`config.mk`:
```
export PLATFORM = sky130hd
export DESIGN_NAME = fetch_unit_flat
export DESIGN_NICKNAME = d
export VERILOG_FILES = /design/src/rtl/rv32i_opcodes.sv /design/src/rtl/fetch_unit_if.sv /design/src/rtl/fetch_unit.sv /design/src/flat_wrapper.sv
export SDC_FILE = /design/constraint.sdc
export NUM_CORES = 1
export LEC_CHECK = 0
export ABC_AREA = 1
export BUFFER_PORTS_ARGS = -buffer_cell sky130_fd_sc_hd__buf_2
export CAP_MARGIN = 5
export CORE_UTILIZATION = 48
export DETAILED_ROUTE_END_ITERATION = 8
export PLACE_DENSITY = 0.83
export SLEW_MARGIN = 25
export SYNTH_ARGS = -nofsm -noshare
export SYNTH_HDL_FRONTEND = slang
export SYNTH_SLANG_ARGS = --single-unit
```
`constraint.sdc`:
```
create_clock -name clk -period 5.15 [get_ports clk]
set_input_delay 1.03 -clock clk [delete_from_list [all_inputs] [get_ports clk]]
set_output_delay 1.03 -clock clk [all_outputs]
set_load 0.02 [all_outputs]
```
`src/rtl/rv32i_opcodes.sv`:
```
// Shared RV32I definitions: base opcode encodings and instruction size.
package rv32i_opcodes;

  localparam int INST_BYTES = 4;

  typedef enum logic [6:0] {
    OP_LOAD   = 7'b0000011,
    OP_FENCE  = 7'b0001111,
    OP_IMM    = 7'b0010011,
    OP_AUIPC  = 7'b0010111,
    OP_STORE  = 7'b0100011,
    OP_REG    = 7'b0110011,
    OP_LUI    = 7'b0110111,
    OP_BRANCH = 7'b1100011,
    OP_JALR   = 7'b1100111,
    OP_JAL    = 7'b1101111,
    OP_SYSTEM = 7'b1110011
  } rv32i_opcode_t;

endpackage

```
`src/rtl/fetch_unit_if.sv`:
```
// Instruction-memory read channel: request held until ack, data valid with ack.
interface fetch_unit_if #(
  parameter int WIDTH = 32
);
  logic             imem_req;
  logic [WIDTH-1:0] imem_addr;
  logic             imem_ack;
  logic [WIDTH-1:0] imem_rdata;

  modport master (output imem_req, output imem_addr, input imem_ack, input imem_rdata);
  modport slave  (input imem_req, input imem_addr, output imem_ack, output imem_rdata);
endinterface

```
`src/rtl/fetch_unit.sv`:
```
// Instruction fetch FSM: one word per fetch_req, redirects squash in-flight reads,
// misaligned redirect targets lock the unit in FAULT until reset.
module fetch_unit
  import rv32i_opcodes::*;
#(
  parameter int               WIDTH    = 32,
  parameter logic [WIDTH-1:0] RESET_PC = '0
) (
  input  logic                 clk,
  input  logic                 rst,
  input  logic                 fetch_req,
  input  logic                 redirect_valid,
  input  logic [WIDTH-1:0]     redirect_pc,
  fetch_unit_if.master         imem,
  output logic [WIDTH-1:0]     ir,
  output rv32i_opcode_t        opcode,
  output logic                 inst_valid,
  output logic [WIDTH-1:0]     pc,
  output logic [WIDTH-1:0]     inst_pc,
  output logic [WIDTH-1:0]     fetch_count,
  output logic                 misalign_fault
);

  typedef enum logic [1:0] {
    IDLE   = 2'd0,
    WAIT   = 2'd1,
    SQUASH = 2'd2,
    FAULT  = 2'd3
  } state_t;

  state_t           state;
  logic [WIDTH-1:0] pending_pc;
  logic             imem_req_q;
  logic             redir_ok;
  logic             redir_bad;

  assign redir_ok       = redirect_valid && (redirect_pc[1:0] == 2'b00);
  assign redir_bad      = redirect_valid && (redirect_pc[1:0] != 2'b00);
  assign imem.imem_req  = imem_req_q;
  // pc only moves when the request completes, so the address is stable while pending
  assign imem.imem_addr = pc;
  assign opcode         = rv32i_opcode_t'(ir[6:0]);

  always_ff @(posedge clk or posedge rst) begin
    if (rst) begin
      state          <= IDLE;
      pc             <= RESET_PC;
      inst_pc        <= RESET_PC;
      ir             <= '0;
      inst_valid     <= 1'b0;
      fetch_count    <= '0;
      misalign_fault <= 1'b0;
      imem_req_q     <= 1'b0;
      pending_pc     <= '0;
    end else begin
      case (state)
        IDLE: begin
          if (redir_bad) begin
            misalign_fault <= 1'b1;
            inst_valid     <= 1'b0;
            state          <= FAULT;
          end else if (redir_ok) begin
            pc         <= redirect_pc;
            inst_valid <= 1'b0;
          end else if (fetch_req) begin
            inst_valid <= 1'b0;
            imem_req_q <= 1'b1;
            state      <= WAIT;
          end
        end
        WAIT: begin
          if (redir_bad) begin
            misalign_fault <= 1'b1;
            inst_valid     <= 1'b0;
            imem_req_q     <= 1'b0;
            state          <= FAULT;
          end else if (redir_ok && imem.imem_ack) begin
            pc         <= redirect_pc;
            imem_req_q <= 1'b0;
            state      <= IDLE;
          end else if (redir_ok) begin
            pending_pc <= redirect_pc;
            state      <= SQUASH;
          end else if (imem.imem_ack) begin
            ir          <= imem.imem_rdata;
            inst_pc     <= pc;
            pc          <= pc + WIDTH'(INST_BYTES);
            inst_valid  <= 1'b1;
            fetch_count <= fetch_count + 1'b1;
            imem_req_q  <= 1'b0;
            state       <= IDLE;
          end
        end
        SQUASH: begin
          if (redir_bad) begin
            misalign_fault <= 1'b1;
            imem_req_q     <= 1'b0;
            state          <= FAULT;
          end else if (imem.imem_ack) begin
            // a redirect arriving with the ack is newer than the pending target
            pc         <= redir_ok ? redirect_pc : pending_pc;
            imem_req_q <= 1'b0;
            state      <= IDLE;
          end else if (redir_ok) begin
            pending_pc <= redirect_pc;
          end
        end
        default: begin
          imem_req_q <= 1'b0;
          inst_valid <= 1'b0;
        end
      endcase
    end
  end

endmodule

```
`src/flat_wrapper.sv`:
```
// flat-port wrapper written by rule: the top's interface ports become plain ports
module fetch_unit_flat import rv32i_opcodes::*;
#(
  parameter int               WIDTH    = 32,
  parameter logic [WIDTH-1:0] RESET_PC = '0
)
  (clk, rst, fetch_req, redirect_valid, redirect_pc, ir, opcode, inst_valid, pc, inst_pc, fetch_count, misalign_fault, imem_imem_req, imem_imem_addr, imem_imem_ack, imem_imem_rdata);
  fetch_unit_if #(.WIDTH(WIDTH)) imem_i ();
  input  logic clk;
  input  logic rst;
  input  logic fetch_req;
  input  logic redirect_valid;
  input  logic [WIDTH-1:0] redirect_pc;
  output logic [WIDTH-1:0] ir;
  output rv32i_opcode_t opcode;
  output logic inst_valid;
  output logic [WIDTH-1:0] pc;
  output logic [WIDTH-1:0] inst_pc;
  output logic [WIDTH-1:0] fetch_count;
  output logic misalign_fault;
  output wire logic [$bits(imem_i.imem_req)-1:0] imem_imem_req;
  output wire logic [$bits(imem_i.imem_addr)-1:0] imem_imem_addr;
  input wire logic [$bits(imem_i.imem_ack)-1:0] imem_imem_ack;
  input wire logic [$bits(imem_i.imem_rdata)-1:0] imem_imem_rdata;
  assign imem_imem_req = imem_i.imem_req;
  assign imem_imem_addr = imem_i.imem_addr;
  assign imem_i.imem_ack = imem_imem_ack;
  assign imem_i.imem_rdata = imem_imem_rdata;
  fetch_unit #(.WIDTH(WIDTH), .RESET_PC(RESET_PC)) u_core (.clk(clk), .rst(rst), .fetch_req(fetch_req), .redirect_valid(redirect_valid), .redirect_pc(redirect_pc), .imem(imem_i), .ir(ir), .opcode(opcode), .inst_valid(inst_valid), .pc(pc), .inst_pc(inst_pc), .fetch_count(fetch_count), .misalign_fault(misalign_fault));
endmodule
```
* After elaboration in Yosys (flattened, before gate mapping) *
Index checks and enable logic that the tools add are counted.
W data, S select, Z words.

operators by class
  $add $sub $neg = 2
  equal/unequal tests = 20
  mux-type cells = 41
  bitwise logic cells = 4
  reduce and logical (&&, ||, !) cells = 16

operator list
  kind                     count
  $mux W32                 13
  $pmux W32 S3             1
  $pmux W32 S2             1
  $add A32 B1 Y32 const B  1
  $add A32 B3 Y32 const B  1
  $mux W2                  8
  $ne A2 B2 Y1 const B     8
  $mux W1                  15
  $reduce_and A5 Y1        3
  $ne A3 B2 Y1 const B     4
  $ne A3 B3 Y1 const B     3
  $reduce_and A8 Y1        1
  $pmux W1 S3              2
  $pmux W2 S3              1
  $logic_not A2 Y1         2
  $ne A4 B2 Y1 const B     1
  $ne A4 B4 Y1 const B     1
  $not A1 Y1               4
  $reduce_and A4 Y1        1
  $reduce_bool A2 Y1       2
  $logic_and A1 B1 Y1      3
  $reduce_and A3 Y1        1
  $reduce_bool A3 Y1       1
  $reduce_or A3 Y1         1
  other kinds (4)          4

storage, ports and cells
  register bits = 165
  input port bits = 69
  output and inout port bits = 170

* Depth between registers and ports, before layout *
Gate-level depths: netlist of run 1.

  word-level depth = 6
  gate-level depth with buffers = 12
  depth with buffers taken out = 12

* Least setup slack after synthesis of run 1 *
Ideal clock, no wire load.

  path kind = in2reg
  start = in redirect_pc[0]
  end = reg u_core.pc[5] (netlist: u_core.imem.imem_addr[5])
  setup time = 125 ps
  arrival = 2019 ps
  setup slack = 3006 ps
  stages = 11
  buffers on the path = 1
  cell sequence = nor2_1 > nand2_4 > nor2_8 > inv_2 > nand2_2 > inv_2 > buf_6 > nand3_1 > nand2_1 > a21oi_1 > o21ai_1

on the way
  longest elaborated chain between the ends = 6
  elaborated cells between the ends (all ways) = 18
  classes of those cells = eq/ne: 6; mux: 6; reduce/logical: 6

RTL lines
  item                                                    RTL line                            source
  start: declaration                                      flat_wrapper.sv:13                  input logic [WIDTH-1:0] redirect_pc;
  $logic_not A2 Y1                                        fetch_unit.sv:37                    assign redir_ok = redirect_valid && (redirect_pc[1:0] == 2'b00);
  $logic_and A1 B1 Y1                                     fetch_unit.sv:37
  $mux W32 / $logic_and A1 B1 Y1 (equally long branches)  -
  $mux W32, on equally long branches                      fetch_unit.sv:99, fetch_unit.sv:77
  $mux W32, on equally long branches                      fetch_unit.sv:95, fetch_unit.sv:72
  $pmux W32 S3                                            fetch_unit.sv:56                    case (state)
  end signal: assignment                                  fetch_unit.sv:63                    pc <= redirect_pc;
  end signal: assignment                                  fetch_unit.sv:78                    pc <= redirect_pc;
  end signal: assignment                                  fetch_unit.sv:101                   pc <= redir_ok ? redirect_pc : pending_pc;
  end: declaration                                        fetch_unit.sv:18                    output logic [WIDTH-1:0] pc,

Parallel ways exist; a longest one is shown, timed or not. The select of a mux whose other input is x is not followed.
A chain may end at the register's enable or synchronous reset.

* Worst setup path in the final report of run 1 *
  start = reg u_core.state[1]
  end = reg u_core.pc[14] (netlist: u_core.imem.imem_addr[14])

on the way
  longest elaborated chain between the ends = 3
  elaborated cells between the ends (all ways) = 13
  classes of those cells = eq/ne: 9; mux: 1; reduce/logical: 3

RTL lines
  item                                                  RTL line          source
  start: declaration                                    fetch_unit.sv:31  state_t state;
  start signal: assignment                              fetch_unit.sv:46  state <= IDLE;
  start signal: assignment                              fetch_unit.sv:61  state <= FAULT;
  start signal: assignment                              fetch_unit.sv:68  state <= WAIT;
  $eq A2 B1 Y1, or another cell as far along            fetch_unit.sv:56
  $ne A3 B3 Y1 (no line), or another cell as far along  -
  $reduce_and A8 Y1 (no line)                           -
  end signal: assignment                                fetch_unit.sv:63
  end signal: assignment                                fetch_unit.sv:78
  end signal: assignment                                fetch_unit.sv:87  pc <= pc + WIDTH'(INST_BYTES);

Parallel ways exist; a longest one is shown, timed or not.

==> results of run 1 <==
final timing paths:
| check | to | slack (ps) |
|---|---|---|
| min | u_core.ir[12] | 480 |
| max in group asynchronous | u_core.ir[10] | 3650 |
| min in group asynchronous | u_core.inst_pc[8] | 830 |
| max | u_core.imem.imem_addr[14] | 1930 |
| max reg2reg | u_core.imem.imem_addr[14] | 1930 |
| min reg2reg | u_core.ir[12] | 480 |
logic make-up after synthesis:
logic type,synth area share
xor gates and xnor gates,0.0349
muxes,0.00222
DFF,0.457
AOI/OAI and AO/OA,0.103
adders and majority gates,0.00831
buffers and inverters,0.105
and+or+nand+nor,0.290
sequential cells by signal (all words and copies together) (netlist names):
name                   cells
u_core.misalign_fault      1
u_core.imem.imem_req       1
u_core.inst_valid          1
u_core.imem.imem_addr     32
u_core.state               2
u_core.pending_pc         32
u_core.inst_pc            32
u_core.fetch_count        32
u_core.ir                 32
metrics by stage:
| step | cells | util | instance area (um^2) |
|---|---|---|---|
| after global routing | 1626 | 0.585 | 10600 |
| after CTS | 1626 | 0.585 | 10600 |
| after detailed placement | 1594 | 0.551 | 10000 |
| final | 1626 | 0.585 | 10600 |
| after global placement | 1594 | 0.551 | 10000 |
| after floorplan | 1205 | - | 9040 |
layer usage:
layer,routed length [um],part of all wire
met1,10900,0.43
met4,498,0.019
met2,12300,0.48
met3,2040,0.079
met5,0,0
power breakdown:
part | switching [W] | internal [W]
Sequential | 0.000436 | 0.00180
Combinational | 0.00229 | 0.000999
Clock | 0.000569 | 0.000775
layout make-up:
class / instances / area (um^2)
fillers: 1702 / 7560
flip-flops and latches: 165 / 4130
multi-input cells: 845 / 3950
repair buffers: 242 / 1230
inverters: 113 / 428
clock buffers: 17 / 425
well taps: 229 / 287
clock inverters: 15 / 191
critical path: stages (launching register included):
cell      delay [ps]
dfrtp_1          410
inv_1            130
ha_1             530
nor2_1           140
nor2_1           290
nor3_2            90
nand2_2          700
inv_1            450
nand2_1          170
o21ai_0          100
a21boi_1         130
placed cells by master, fill, tap and decap left out, types with 14 or more instances in the layout:
cell / Yosys / layout
o21ai_0: 107 / 107
clkbuf_16: 0 / 17
xor2_1: 27 / 27
dfrtp_1: 165 / 165
inv_1: 106 / 105
buf_2: 19 / 238
nand3_1: 43 / 43
nor2_1: 80 / 80
nor3_1: 18 / 18
nand4_1: 14 / 14
nand2_1: 445 / 445
a21oi_1: 31 / 31
==> results.tsv, run 1 <==
metric	value	unit
clock_sinks	165	
busiest_layer	met2	
viasPerCell	5.28	
drc	25	
synth_common_cells	nand2_1 (445), dfrtp_1 (165), o21ai_0 (107), inv_1 (106), nor2_1 (80)	
tritoncts	built	
port_buffers	238	
p_total	0.00687	W
path_clk_slew	70	ps
grt_pass1_wl	41300	um
tightest_slew	949	ps
postCtsHoldBufs	0	
synth_edf_count	0	
drt-total-wl	25700	um
clock.fmax	311	MHz
synth.area.top_cells	dfrtp_1 (46%), nand2_1 (18%), o21ai_0 (5.9%), inv_1 (4.4%), buf_4 (3.7%)	
min_path_cells	2	
cts_root_buffer	clkbuf_16	
final-hold-violation-count	0	
power.leakage	5.70	nW
dr_total_vias	8583	
async_flop_share	1.00	
wl_per_cell	15.8	um
use_met3	0.0504	
grtUsageMet2	0.434	
n_antenna_cell	0	
die_w	139	um
endpoint_kind	flop	
rsz0062_at_grt	no	
post_cts_resized	0	
vdd_ir_drop_max	0.000475	V
critPathLaunchType	flop	
setup_viol	0	
track_usage	0.270	
cp.required	5510	ps
antenna_left	0	
area_delta_synth_final	17.9	%
grt_pass1_vias	8081	
yosysMostFrequentCell	nand2_1	
worst-setup-path-type	reg -> reg	
postCtsSetupRepairBufs	0	
yosysWarnings	0	
ctsLongestPathBuffers	2	
worstSkewPairLatency	430	ps
fin_ws	1930	ps
ys.flop_type	dfrtp_1	
syn_avg_cell_area	7.50	um^2
dp_hpwl	18700	um
synth.cell_area	9030	um^2
dieArea	19400	um^2
place.gp.congestion	0.908	
dp_slack	1710	ps
num_rows	49	
finClkSkew	10.6	ps
h-tree-depth	4	
r2r_cells	10	
synth.yosys.seq_area_share	0.457	
cts_made_buffers	17	
antenna_found_initial	0	
maxSlewViolCount	0	
fin_crit_sh	0.625	
slew_headroom	0.365	
ys_types	42	
io_pins	239	
period_minus_slack	3220	ps
drv_cap	0	
startpoint	u_core.state[1]	
syn-num-nets	1280	
die_h	139	um
worstPathArrival	3580	ps
crit-reg2reg-launch	u_core.state[1]	
status	complete, but fails checks	
nets	1459	
synthCells	1205	
use_met1	0.362	
drt-pass1-iter-count	9	
power_density	645	nW/um^2
drtIter0Drc	772	
grt_max_degree	166	
hp-class	reg -> reg	
holdWs	475	ps
path_max_fanout	49	
initial_core_util	0.496	
min-delay-start	u_core.ir[12]	
grt_overflow_total	0	
yosysTopAreaCellShare	0.457	
violations	DRC	
final.setup.tns	0	ps
synth_top_area_cell	dfrtp_1	
synth.ff_latch_count	165	
design.core.area	18200	um^2
drive_gt1_frac	0.219	
No activity file was read; power rests on OpenSTA's default activity.
==> inputs of run 2 (changes only) <==
CORE_UTILIZATION = 54   (was 48)
PLACE_DENSITY = 0.88   (was 0.83)
clock period = 3.35 ns   (was 5.15 ns; I/O delays follow)
==> results.tsv, run 2 (same netlist as run 1, synthesis figures left out) <==
metric	value	unit
drive_gt1_frac	0.221	
drv_cap	0	
crit-reg2reg-launch	u_core.state[1]	
vdd_ir_drop_max	0.000547	V
dp_slack	577	ps
antenna_found_initial	0	
slew_headroom	0.409	
cp.required	3630	ps
cts_made_buffers	17	
dp_hpwl	18900	um
setup_viol	0	
worstSkewPairLatency	430	ps
postCtsHoldBufs	0	
die_h	131	um
die_w	131	um
power.leakage	5.74	nW
nets	1466	
grt_max_degree	100	
io_pins	239	
design.core.area	16100	um^2
initial_core_util	0.560	
status	finished clean	
path_max_fanout	99	
post_cts_resized	0	
period_minus_slack	2540	ps
h-tree-depth	4	
drt-total-wl	25600	um
cts_root_buffer	clkbuf_16	
drtIter0Drc	768	
p_switching	0.00503	W
seq_power_share	0.323	
final.setup.tns	0	ps
fin_crit_sh	0.760	
clock_sinks	165	
holdWs	263	ps
num_rows	46	
tightest_slew	885	ps
layout_commonest_cell	nand2_1	
fin_ws	806	ps
postCtsSetupRepairBufs	0	
endpoint_kind	flop	
path_clk_slew	70	ps
max_stage_delay	710	ps
critical-path-top-delay-family	buffers and inverters	
tritoncts	built	
track_usage	0.300	
n_antenna_cell	0	
drc	0	
antenna_left	0	
dr_total_vias	8746	
place.gp.congestion	0.945	
r2r_cells	8	
sw_frac_of_total	0.476	
rsz0062_at_grt	no	
grt_pass1_wl	41000	um
clkPwrFrac	0.188	
critPathLaunchType	flop	
final-hold-violation-count	0	
power_density	989	nW/um^2
area_delta_synth_final	18.3	%
hp-class	in -> async	
maxSlewViolCount	0	
ctsLongestPathBuffers	2	
grtUsageMet2	0.487	
use_met1	0.393	
clock.fmax	393	MHz
timing.rr.end	u_core.fetch_count[29]	
grt_overflow_total	0	
power_frac_comb	0.490	
final_cell_mix	nand2_1 (445), buf_2 (238), dfrtp_1 (165), o21ai_0 (107), inv_1 (105)	
critPathBufInv	4	
worst-setup-path-type	reg -> reg	
dieArea	17200	um^2
viasPerCell	5.41	
crit_slowest_cell	buf_4	
p_int	0.00554	W
port_buffers	238	
crit_chain	inv_1 -> ha_1 -> nand3b_4 -> buf_4 -> inv_1 -> buf_4 -> nand2_1 -> o21ai_0	
grt_pass1_vias	8143	
drt-pass1-iter-count	6	
rrSetupSlack	810	ps
use_met3	0.0586	
worstPathArrival	2830	ps
wl_per_cell	15.8	um
finClkSkew	9.77	ps
busiest_layer	met2	
## run 2: cell types whose count changed in the layout (fill, tap and decap cells not counted), sizes merged
cell	delta
buf	+7
clkbuf	+2
clkinv	+2
clkinvlp	-2
inv	-4
## run 2: routing by layer
layer	wire (um)	share of wire
met4	674	0.026
met5	0	0
met2	12200	0.48
met3	2110	0.082
met1	10600	0.42
## run 2: how the worst max path moves through the flow
stage | from | to | slack [ps] | cells after the start
6_report | u_core.state[1] | u_core.fetch_count[29] | 810 | 8
5_1_grt | u_core.state[1] | u_core.ir[24] | 630 | 8
4_1_cts | u_core.state[1] | u_core.fetch_count[29] | 840 | 8
3_5_place_dp | redirect_pc[0] | u_core.imem.imem_addr[6] | 580 | 10
3_3_place_gp | redirect_pc[0] | u_core.imem.imem_addr[6] | 710 | 10
2_1_floorplan | rst | u_core.fetch_count[0] | 580 | 1
## run 2: worst reg2reg max path, cell delays in order (launching register included)
cell	delay, ps
dfrtp_1	390
inv_1	100
ha_1	310
nand3b_4	250
buf_4	720
inv_1	130
buf_4	290
nand2_1	130
o21ai_0	90
## run 2: area by class of cell
cell class	instances	area (um^2)
clock inverter	11	153
clock buffer	19	443
multi-input combinational	845	3950
sequential	165	4130
timing repair buffer	249	1310
tap	216	270
fill	1324	5430
inverter	113	428
## run 2: stage by stage
stage,power (W),std cells,utilization,instance area [um^2]
floorplan,0.00714,1205,-,9040
global placement,0.00838,1588,0.626,10100
detailed placement,0.00851,1588,0.626,10100
CTS,0.0105,1618,0.663,10700
global route,0.0113,1618,0.663,10700
finish,0.0106,1618,0.663,10700
## run 2: power by group through the flow
stage | logic, W | registers (W) | clock network (W)
finish | 0.00518 | 0.00341 | 0.00198
global route | 0.00568 | 0.00350 | 0.00209
CTS | 0.00513 | 0.00340 | 0.00200
detailed placement | 0.00509 | 0.00343 | 0
global placement | 0.00498 | 0.00340 | 0
floorplan | 0.00314 | 0.00400 | 0
